===== config.mk =====
export PLATFORM = sky130hd
export DESIGN_NAME = uart_tx_arbiter
export DESIGN_NICKNAME = d
export VERILOG_FILES = /design/src/rtl/uart_pkg.sv /design/src/rtl/uart_tx_arbiter_rr_picker.sv /design/src/rtl/uart_tx_arbiter.sv
export SDC_FILE = /design/constraint.sdc
export NUM_CORES = 1
export LEC_CHECK = 0
export CORE_MARGIN = 1.5
export CORE_UTILIZATION = 37
export DETAILED_ROUTE_END_ITERATION = 10
export MAX_ROUTING_LAYER = met4
export PLACE_DENSITY = 0.87
export SLEW_MARGIN = 20
export SYNTH_ARGS = -nofsm -noshare
export SYNTH_HDL_FRONTEND = slang
export SYNTH_SLANG_ARGS = --single-unit

===== constraint.sdc =====
create_clock -name clk -period 1.5 [get_ports clk]
set_input_delay 0.3 -clock clk [delete_from_list [all_inputs] [get_ports clk]]
set_output_delay 0.3 -clock clk [all_outputs]
set_load 0.01 [all_outputs]

===== src/rtl/uart_pkg.sv =====
// Shared definitions for the UART TX arbiter slice.
//   UART_DATA_W : byte width on every requester lane and on the TX side
//   arb_state_t : arbiter FSM states
package uart_pkg;

  localparam int unsigned UART_DATA_W = 8;

  typedef enum logic {
    ARB_IDLE   = 1'b0,
    ARB_STREAM = 1'b1
  } arb_state_t;

endpackage


===== src/rtl/uart_tx_arbiter_rr_picker.sv =====
// rr_picker: combinational round-robin first-one search.
// Starting at index ptr and wrapping modulo N_REQ, selects the first
// requester whose valid bit is set.
//   valid : per-requester request bits
//   ptr   : index with highest priority this search
//   pick  : one-hot selected requester (all zero when none valid)
//   idx   : binary index of the selected requester
//   found : at least one requester was valid
module rr_picker #(
  parameter int unsigned N_REQ = 2,
  localparam int unsigned IDX_W = $clog2(N_REQ)
) (
  input  logic [N_REQ-1:0] valid,
  input  logic [IDX_W-1:0] ptr,
  output logic [N_REQ-1:0] pick,
  output logic [IDX_W-1:0] idx,
  output logic             found
);

  // One spare bit so ptr + k can be wrapped without overflowing.
  logic [IDX_W:0] r;

  always_comb begin
    pick  = '0;
    idx   = '0;
    found = 1'b0;
    r     = '0;
    for (int unsigned k = 0; k < N_REQ; k++) begin
      r = {1'b0, ptr} + (IDX_W+1)'(k);
      if (r >= (IDX_W+1)'(N_REQ)) r = r - (IDX_W+1)'(N_REQ);
      if (!found && valid[r[IDX_W-1:0]]) begin
        found              = 1'b1;
        pick[r[IDX_W-1:0]] = 1'b1;
        idx                = r[IDX_W-1:0];
      end
    end
  end

endmodule


===== src/rtl/uart_tx_arbiter.sv =====
// uart_tx_arbiter: shares one UART TX serializer among N_REQ byte streams.
// A grant is held for a packet (until req_last) or MAX_BURST bytes,
// whichever comes first; releases pass priority round-robin and always
// cost one IDLE cycle.
// Optional feature macro: UART_ARB_TIMEOUT_EN -- revokes a grant after
// TIMEOUT_CYC consecutive STREAM cycles without a transfer.
// Ports:
//   clk, rst_n  : clock, async active-low reset
//   req_data    : N_REQ bytes, requester i on bits [8i+7:8i]
//   req_valid   : requester has a byte
//   req_last    : byte ends its packet
//   req_ready   : byte accepted this cycle (owner only)
//   tx_data     : byte to the serializer
//   tx_valid    : byte offered to the serializer
//   tx_ready    : serializer accepts the byte
//   grant       : one-hot current owner, zero when idle
//   busy        : a grant is active
//   timeout_evt : one-cycle pulse when a grant is revoked by timeout
module uart_tx_arbiter
  import uart_pkg::*;
#(
  parameter int unsigned N_REQ       = 2,
  parameter int unsigned MAX_BURST   = 16,
  parameter int unsigned TIMEOUT_CYC = 1024
) (
  input  logic                         clk,
  input  logic                         rst_n,
  input  logic [N_REQ*UART_DATA_W-1:0] req_data,
  input  logic [N_REQ-1:0]             req_valid,
  input  logic [N_REQ-1:0]             req_last,
  output logic [N_REQ-1:0]             req_ready,
  output logic [UART_DATA_W-1:0]       tx_data,
  output logic                         tx_valid,
  input  logic                         tx_ready,
  output logic [N_REQ-1:0]             grant,
  output logic                         busy,
  output logic                         timeout_evt
);

  localparam int unsigned IDX_W = $clog2(N_REQ);

  arb_state_t       state;
  logic [IDX_W-1:0] owner;
  logic [IDX_W-1:0] rr_ptr;
  logic [7:0]       burst_cnt;

  logic [N_REQ-1:0] pick;
  logic [IDX_W-1:0] pick_idx;
  logic             pick_found;

  logic             owner_last;
  logic             xfer;
  logic             burst_done;
  logic             stall_hit;
  logic [IDX_W-1:0] next_ptr;

  logic [UART_DATA_W-1:0] lane [N_REQ];

  rr_picker #(.N_REQ(N_REQ)) u_picker (
    .valid (req_valid),
    .ptr   (rr_ptr),
    .pick  (pick),
    .idx   (pick_idx),
    .found (pick_found)
  );

  always_comb begin
    for (int unsigned i = 0; i < N_REQ; i++) begin
      lane[i] = req_data[i*UART_DATA_W +: UART_DATA_W];
    end
  end

  // Datapath mux: ready depends only on state, owner and tx_ready,
  // never on req_valid.
  always_comb begin
    tx_data    = '0;
    tx_valid   = 1'b0;
    req_ready  = '0;
    owner_last = 1'b0;
    if (state == ARB_STREAM) begin
      tx_data          = lane[owner];
      tx_valid         = req_valid[owner];
      req_ready[owner] = tx_ready;
      owner_last       = req_last[owner];
    end
  end

  assign xfer       = tx_valid & tx_ready;
  // Equivalent to "count after increment == MAX_BURST".
  assign burst_done = owner_last | (burst_cnt == 8'(MAX_BURST - 1));
  assign next_ptr   = (owner == IDX_W'(N_REQ - 1)) ? '0 : owner + 1'b1;
  assign busy       = (state == ARB_STREAM);

`ifdef UART_ARB_TIMEOUT_EN
  localparam int unsigned TOUT_W = $clog2(TIMEOUT_CYC + 1);

  logic [TOUT_W-1:0] stall_cnt;

  assign stall_hit = (state == ARB_STREAM) && !xfer &&
                     (stall_cnt == TOUT_W'(TIMEOUT_CYC - 1));

  always_ff @(posedge clk or negedge rst_n) begin
    if (!rst_n) begin
      stall_cnt   <= '0;
      timeout_evt <= 1'b0;
    end else begin
      timeout_evt <= stall_hit;
      if (state != ARB_STREAM || xfer || stall_hit) stall_cnt <= '0;
      else                                         stall_cnt <= stall_cnt + 1'b1;
    end
  end
`else
  assign stall_hit   = 1'b0;
  assign timeout_evt = 1'b0;
`endif

  always_ff @(posedge clk or negedge rst_n) begin
    if (!rst_n) begin
      state     <= ARB_IDLE;
      owner     <= '0;
      rr_ptr    <= '0;
      burst_cnt <= '0;
      grant     <= '0;
    end else begin
      case (state)
        ARB_IDLE: begin
          if (pick_found) begin
            state     <= ARB_STREAM;
            owner     <= pick_idx;
            grant     <= pick;
            burst_cnt <= '0;
          end
        end
        ARB_STREAM: begin
          if (xfer) burst_cnt <= burst_cnt + 8'd1;
          // last and burst cap coinciding still yields a single release
          if ((xfer && burst_done) || stall_hit) begin
            state  <= ARB_IDLE;
            grant  <= '0;
            rr_ptr <= next_ptr;
          end
        end
      endcase
    end
  end

endmodule


==> flow_summary.toml <==
[worst_setup_path]
startpoint_type = "flop"
path_class = "flop to output pin"
cp.required_ns = 1.20
worstRegToRegCells = 6
path_max_fanout = 2
critPathCaptureType = "output pin"
worstPathArrival_ns = 1.41

[yosys]
synthFlopType = "dfrtp_1"
avgSynthCellArea_um2 = 9.09
synth.cell_area_um2 = 863
synthTopCellsByCount = "dfrtp_1, mux2i_1, nor2b_1, o21ai_0, a21oi_1"
synth_cells = 95
syn_nets = 119
synth_seq_cells = 13
yosys.area.top_type = "dfrtp_1"
async_flop_share_pct = 100
synth_cell_types = 32
yosys-top-cells-area = "dfrtp_1, mux2i_1, nor2b_1"
seq_area_frac_synth_pct = 37.7
synthDominantCellAreaShare_pct = 37.7
synth_most_common_cell = "dfrtp_1"
yosysWarnings = 0
synth_edf_count = 0

[power_and_ir_drop]
ir_worst_vdd_mv = 0.885
power_density_nw_per_um2 = 1460
leakage_nw = 0.658

[grt]
busiest_layer = "met2"
use_met2_pct = 36.6
grt_pass1_wl_um = 4100
groute.layer.met3.usage_pct = 2.05
gr-total-overflow = 0
track_usage_pct = 21.4
grt_pass1_vias = 955
use_met1_pct = 25.1
antenna_found_initial = 0
grt_start_max_net_pins = 15

[timing]
fin_skew_ns = 0.00183
clock.fmax_mhz = 584
finalHoldViolCount = 0
slew_violations = 0
setup_viol = 17
rsz0062_at_grt = "true"
fin_ws_ns = -0.212
whs_ns = 0.322
min_period_ns = 1.71
period_share_pct = 114

[cts]
clkSlewWorstSetupHoldPaths_ns = 0.08
cts.sinks = 13
cts_tree = "built"
hold_buffers = 0
max-clock-path-buffers = 2
clk_latency_ns = 0.28
htreeDepth = 1
cts_buffers = 3
root_buffer = "clkbuf_4"

[placement]
io_buffers = 36
postPlaceCellArea_um2 = 1330
post-dp-hpwl_um = 1820
place_congestion = 0.790

[floorplan]
die_width_um = 51.3
initial_utilization_pct = 39.0
pin_count = 38
core-area_um2 = 2210
die_h_um = 51.3
die-area_um2 = 2630
row_count = 17

[finish]
antennaDiodeCount = 0
postLayoutCellArea_um2 = 1420
fin_nets = 172
area_growth_pct = 64.2
drive_gt1_share_pct = 35.4

[status]
violations = "setup timing"
status = "finished, violations left"

[flow_run]
cap_violations = 0

[drt]
vias = 933
drt_iter0_markers = 22
viasPerCell = 5.33
wl_per_cell_um = 15.0
route.detailed.drc = 0
ant_nets = 0
first_pass_iters = 4
drt_wl_total_um = 2620

[hold_path]
hold_path_class = "input pin to asynchronous set/reset pin"
## state kept, by name, indices dropped and copies added (netlist names)
register	flops
busy	1
owner	1
burst_cnt	8
grant	2
rr_ptr	1
## report_power, final
group / total, mW / switching, mW / internal [mW]
Combinational: 1.28 / 0.618 / 0.666
Sequential: 0.562 / 0.108 / 0.454
Clock: 0.224 / 0.120 / 0.103
Total: 2.07 / 0.847 / 1.22
## worst max-delay path, stage by stage (launching register included)
cell and delay, ns:
dfrtp_1 0.42, buf_6 0.14, mux2_4 0.31, and2_1 0.13, buf_2 0.13
## layout by cell type (no fill, tap or decap), types with 2 or more instances in the layout
master / count
clkdlybuf4s50_1: 22
mux2i_1: 9
a21oi_1: 5
o21ai_1: 4
nor2_1: 3
dlymetal6s2s_1: 3
or3_1: 5
nand3_1: 2
buf_4: 15
nand2_1: 5
clkbuf_4: 3
o21ai_0: 2
nor2b_1: 9
buf_2: 11
inv_1: 4
dfrtp_1: 12
buf_6: 2
a21oi_4: 2
a21oi_2: 3
o21ai_2: 3
## cell families (layout without fill, tap and decap cells)
family | after synthesis | after routing | synth area share, %
multiplexers | 11 | 11 | 13.5
flip-flops | 13 | 13 | 37.7
adder cells (fa/ha/maj) | 1 | 1 | 1.45
AND/OR/NAND/NOR | 34 | 34 | 22.0
other | 1 | 1 | 0.434
AO/OA/AOI/OAI | 24 | 25 | 18.1
buffers and inverters | 11 | 62 | 6.81
## cell type report
cell class	instances	area [um2]
clock buffers	4	26.3
flip-flops and latches	13	327
multi-input cells	72	547
fillers	189	795
inverters	4	15.0
repair buffers	54	468
well taps	28	35.0
## metrics by stage
step | power (mW) | instances | setup TNS [ns] | worst slack (ns) | util (%)
after global routing | 2.20 | 175 | -2.12 | -0.247 | 64.1
after CTS | 2.01 | 175 | -1.87 | -0.207 | 62.6
final | 2.07 | 175 | -1.00 | -0.212 | 64.1
after global placement | 1.72 | 166 | -5.31 | -0.422 | 60.2
after detailed placement | 1.77 | 166 | -6.16 | -0.442 | 60.2
after floorplan | 1.18 | 95 | 0 | 0.00700 | -
## path summary, 6_finish.rpt
path	startpoint	to	slack, ns
worst max-delay path	owner$_DFFE_PN0P_	tx_valid	-0.21
max in group asynchronous	rst_n	busy$_DFF_PN0_	1.00
worst min register to register	grant[0]$_DFFE_PN0P_	grant[0]$_DFFE_PN0P_	0.55
worst max register to register	owner$_DFFE_PN0P_	burst_cnt[4]$_DFFE_PN0P_	-0.07
min in group clk	grant[0]$_DFFE_PN0P_	grant[0]$_DFFE_PN0P_	0.55
worst min-delay path	rst_n	grant[0]$_DFFE_PN0P_	0.32
## metal layers
| layer | routed length (um) | part of all wire [%] |
|---|---|---|
| met1 | 1060 | 40 |
| met4 | 69 | 2.6 |
| met5 | 0 | 0 |
| met3 | 149 | 5.7 |
| met2 | 1350 | 51 |
## repair_timing
action | 4_1_cts | 5_1_grt
setup buffers | 4 | 1
setup endpoints to repair | 24 | 24
gates resized for setup | 61 | 11
cloned | 1 | 0
pin swaps | 13 | 7
No activity file was read; power rests on OpenSTA's default activity.
==> edit 1 (same flow settings) <==
Set the package constant `UART_DATA_W` to 12 (it was 8).
--- a/src/rtl/uart_pkg.sv
+++ b/src/rtl/uart_pkg.sv
@@ -3,7 +3,7 @@
 //   arb_state_t : arbiter FSM states
 package uart_pkg;
 
-  localparam int unsigned UART_DATA_W = 8;
+  localparam int unsigned UART_DATA_W = 12;
 
   typedef enum logic {
     ARB_IDLE   = 1'b0,
Ports: changed (resized req_data and tx_data); port bits go from 38 to 50. No check against the original RTL was run, so the function may have changed too.
==> edit 1 against the original RTL <==
- die area increased by 6.5%
- highest routed layer unchanged
- power up 26%
- register-to-register slack lost 0.10 ns
- wire length increased by 21%
- sequential share of layout area fell by 4.3 points
- area after synthesis is 7.0% higher
- final area increased by 23%
- worst setup slack improved by 0.015 ns
- synthesized cell count grew 7.4%
- critical endpoint is now tx_data[10]
- sequential cell count unchanged
- count of clock-buffer cells in the layout did not move
- the flow still finishes with violations (setup timing)
- utilization grew 12 points
- non-clock buffer count rose by 25
==> edit 1: results (changes against the original RTL) <==
status=finished with violations; violated checks=setup timing; post-synthesis mux area share=0.169 (+0.0346); routability congestion estimate=0.794 (+0.43%); CP top delay family=buffers and inverters; Reg2Reg Depth=7 (+1); Yosys cell types=32 (unchanged); flop-to-flop setup slack=-0.17 ns (-0.10 ns); DP Area=0.00156 mm² (+17%); worst hold path type=input port to async pin; Placed Cells=192 (+16%); biggest cell delay along the critical path=0.42 ns (about the same); clk buf depth=2 (unchanged); Most used DFF post-synth=dfrtp_1; Avg WL per Cell=15.4 µm (+2.7%); worst setup margin=-0.197 ns (+0.0150 ns); Inserted Diodes=0 (unchanged); Final Skew=0.00818 ns (+0.00635 ns); worst path arrival time=1.40 ns; Vias/cell=5.25 (-1.5%); mean post-synth cell area=9.05 µm² (-0.38%); first-pass GRT wire length=4510 µm (+10%); sequential fraction of the synthesis area=0.352 (-0.0245); share of layout cells above drive strength 1=0.410 (+0.0564); worst skew pair latency=0.28 ns (about the same); 1st-pass router iterations=4 (unchanged); Fin Setup TNS=-2.61 ns (-1.61 ns); Synth Area in Adders=0.0136 (-0.000943); worst hold slack=0.324 ns (+0.00211 ns); Fin. Hold Viols=0 (unchanged); Setup-failing EPs final=26 (+9); Crit-path slowest cell=dfrtp_1; Max VDD drop=1.09 mV (+24%); DPL Wire Length=2160 µm (+19%); global router's overall resource usage=0.230 (+0.0157); Static Leakage=0.000838 µW (+27%); largest net degree at the start of global routing=15 (unchanged); combinational family with the most area after synthesis=simple AND/OR/NAND/NOR gates; Place WS=-0.441 ns (+0.000709 ns); compound-cell area share of the yosys netlist=0.160 (-0.0213); Non-Filler Instances=206 (+18%); vias in the first global route=1061 (+11%); clock root buffer master=clkbuf_4; most frequent cells after synthesis=nor2b_1 (14), dfrtp_1 (13), mux2i_1 (13), a21oi_1 (8), o21ai_0 (8); Crit Path Max Fanout=8 (+6); number of buffers created by CTS=3 (unchanged); Syn Nets=134 (+13%); initial DRC count=34 (+55%); synth top area cells=dfrtp_1 (35%), mux2i_1 (14%), nor2b_1 (9.5%); fillers=146 (-23%); Total Nets Final=211 (+23%); r2r endpoint=burst_cnt[5]$_DFFE_PN0P_; IO Port Bufs=48 (+33%)
[edit 1: cell types whose count changed in the layout (fill, tap and decap cells not counted), moves of 2 or more]
cell / unedited run / this run
buf_2: 11 / 14
nor2b_1: 9 / 14
a21oi_1: 5 / 2
buf_6: 2 / 7
a21oi_2: 3 / 6
or3_1: 5 / 2
buf_12: 1 / 3
or3_4: 1 / 4
buf_4: 15 / 21
clkdlybuf4s50_1: 22 / 29
mux2i_1: 9 / 12
[edit 1: worst max-delay path by stage]
stage | from | end | slack (ns) | cells after the start
after floorplan | burst_cnt[5]$_DFFE_PN0P_ | grant[0]$_DFFE_PN0P_ | -0.004 | 4
after global placement | req_valid[0] | tx_valid | -0.43 | 4
after detailed placement | req_valid[0] | tx_valid | -0.44 | 4
after CTS | owner$_DFFE_PN0P_ | tx_valid | -0.18 | 4
after global routing | owner$_DFFE_PN0P_ | tx_data[10] | -0.24 | 5
final | owner$_DFFE_PN0P_ | tx_data[10] | -0.20 | 5
[edit 1: layout make-up]
type	count	area (µm²)	area share
sequential	13	325	0.187
tap	28	35.0	0.0201
inverter	4	15.0	0.00863
timing repair buffer	79	711	0.408
clock buffer	4	26.3	0.0151
multi-input combinational	78	628	0.361
[edit 1: where the power goes]
part           leakage [µW]  switching, µW  internal (µW)  total, µW
Sequential         0.000166           82.9            452        535
Clock             0.0000150            118            103        221
Combinational      0.000657            798           1060       1850
Total              0.000838            999           1610       2610
[edit 1: what timing repair did]
item                                    4_1_cts  5_1_grt
resized for setup                            78       24
pin swaps                                     9       11
endpoints found under the setup margin       26       28
buffers inserted                              5        5
[edit 1: layer usage]
| metal | global-route usage | share of wire |
|---|---|---|
| met5 | - | 0 |
| met4 | 0.128 | 0.025 |
| met3 | 0.0282 | 0.079 |
| met2 | 0.406 | 0.51 |
| met1 | 0.249 | 0.38 |
==> edit 2 (same flow settings) <==
Without the edit above. One comparison of `burst_cnt` changes from == to >=.
--- a/src/rtl/uart_tx_arbiter.sv
+++ b/src/rtl/uart_tx_arbiter.sv
@@ -87,7 +87,7 @@
 
   assign xfer       = tx_valid & tx_ready;
   // Equivalent to "count after increment == MAX_BURST".
-  assign burst_done = owner_last | (burst_cnt == 8'(MAX_BURST - 1));
+  assign burst_done = owner_last | (burst_cnt >= 8'(MAX_BURST - 1));
   assign next_ptr   = (owner == IDX_W'(N_REQ - 1)) ? '0 : owner + 1'b1;
   assign busy       = (state == ARB_STREAM);
 
Behaviour: same outputs for any inputs over 10 cycles, from zero or initial values and one cycle with rst_n low; that may be too few to reach the edited logic, so the function may still have changed.
==> edit 2 against the original RTL <==
- the flow still finishes with violations (setup timing)
- count of clock-buffer cells in the layout unchanged
- sequential share of layout area decreased by 1.5 points
- wire length increased by 15%
- cell count increased by 8.0%
- critical path depth unchanged
- area after synthesis increased by 8.0%
- worst setup slack improved by 0.053 ns
- maximum frequency increased by 3.2%
- worst hold slack got worse by 0.0071 ns
- register-to-register slack got worse by 0.02 ns
- final area increased by 6.4%
- sequential cell count unchanged
- power increased by 12%
- largest cell class unchanged
- largest power group unchanged
- highest routed layer unchanged
==> edit 2: results (changes against the original RTL) <==
worst setup margin=-0.159 ns (+0.0532 ns); worst hold path type=input port to async pin; Post-synth ARST share=1.00 (unchanged); share of layout cells above drive strength 1=0.321 (-0.0330); Vias/cell=5.42 (+1.7%); Yosys cell types=34 (+6.3%); Clk pin slew, worst setup/hold paths=0.09 ns; clk buf depth=2 (unchanged); synth warn=0 (unchanged); Reg2Reg Depth=6 (unchanged); IO Port Bufs=36 (unchanged); initial DRC count=36 (+64%); Inserted Diodes=0 (unchanged); Setup-failing EPs final=14 (-3); worst skew pair latency=0.29 ns; first-pass GRT wire length=4630 µm (+13%); routability congestion estimate=0.835 (+5.6%); status=finished with violations; Vias=1025 (+9.9%); CP top delay family=flip-flops; DPL Wire Length=2100 µm (+16%); Final Skew=0.0112 ns (+0.00936 ns); global router's overall resource usage=0.236 (+0.0221); Top Registers=burst_cnt (8), grant (2); synth top area cells=dfrtp_1 (35%), mux2i_1 (15%), nand2_1 (4.8%); worst path arrival time=1.36 ns (-0.05 ns); CTS H-tree lvls=1 (unchanged); Avg WL per Cell=15.9 µm (+6.4%); Syn Nets=130 (+9.2%); Static Leakage=0.000681 µW (+3.5%); fillers=204 (+7.9%); 1st-pass router iterations=4 (unchanged); most frequent cells after synthesis=mux2i_1 (14), dfrtp_1 (13), nand2_1 (12), nor2_1 (10); violated checks=setup timing; Max VDD drop=1.13 mV (+28%); largest net degree at the start of global routing=14 (-1); sequential fraction of the synthesis area=0.349 (-0.0278); Total Nets Final=184 (+7.0%); number of buffers created by CTS=3 (unchanged); Place WS=-0.435 ns (+0.00716 ns); Placed Cells=183 (+10%); Crit-path slowest cell=dfrtp_1; mean post-synth cell area=8.79 µm² (-3.2%)
edit 2: changes by cell type in the layout (fill, tap and decap cells not counted), moves of 4 or more:
| cell | delta |
|---|---|
| nand2_1 | +6 |
| or3_1 | -5 |
| nand3_1 | +5 |
| nor2b_1 | -8 |
| mux2i_1 | +4 |
| nand2b_1 | +6 |
| nor2_1 | +7 |
edit 2: logic make-up (layout without fill, tap and decap cells):
logic type | count (synthesis) | count (layout) | synth area share
buf+inv | 8 | 61 | 0.0550
compound gates | 19 | 19 | 0.140
flops | 13 | 13 | 0.349
other cells | 1 | 1 | 0.00402
mux | 15 | 15 | 0.166
simple gates | 49 | 49 | 0.272
fa+ha+maj | 1 | 1 | 0.0134
edit 2: timing repair:
item	CTS	global route
pin swaps	4	3
hold buffers	0	0
buffers inserted	2	1
gates resized for setup	61	11
endpoints found under the setup margin	18	21
edit 2: final cells by class:
class | count | area share
inverter | 2 | 0.00498
multi-input combinational | 85 | 0.424
sequential | 13 | 0.216
clock buffer | 4 | 0.0174
timing repair buffer | 55 | 0.313
tap | 30 | 0.0249
edit 2: worst paths after layout:
check | from | to | slack (ns)
hold / removal | rst_n | owner$_DFFE_PN0P_ | 0.32
max in group asynchronous | rst_n | burst_cnt[6]$_DFFE_PN0P_ | 1.01
hold reg to reg | grant[0]$_DFFE_PN0P_ | grant[0]$_DFFE_PN0P_ | 0.55
min in group clk | grant[0]$_DFFE_PN0P_ | grant[0]$_DFFE_PN0P_ | 0.55
setup reg to reg | owner$_DFFE_PN0P_ | burst_cnt[3]$_DFFE_PN0P_ | -0.09
setup / recovery | owner$_DFFE_PN0P_ | tx_valid | -0.16
edit 2: metrics by stage:
stage	TNS [ns]	instance area, µm²	hold slack (ns)	total power [µW]
floorplan	0	932	0.00441	1320
global placement	-4.91	1430	0.511	1950
detailed placement	-5.74	1430	0.537	2000
CTS	-0.752	1490	0.313	2270
global route	-2.20	1510	0.335	2460
finish	-1.06	1510	0.315	2320
edit 2: per-layer routing:
metal  track usage  share of wire
met1         0.233           0.35
met2         0.460           0.58
met3        0.0169          0.037
met4         0.115          0.035
met5             -              0
edit 2: report_power, final:
part           internal, µW  switching [µW]  total (µW)
logic                   771             771        1540
registers               461            85.8         547
clock network           103             126         230
total                  1340             983        2320
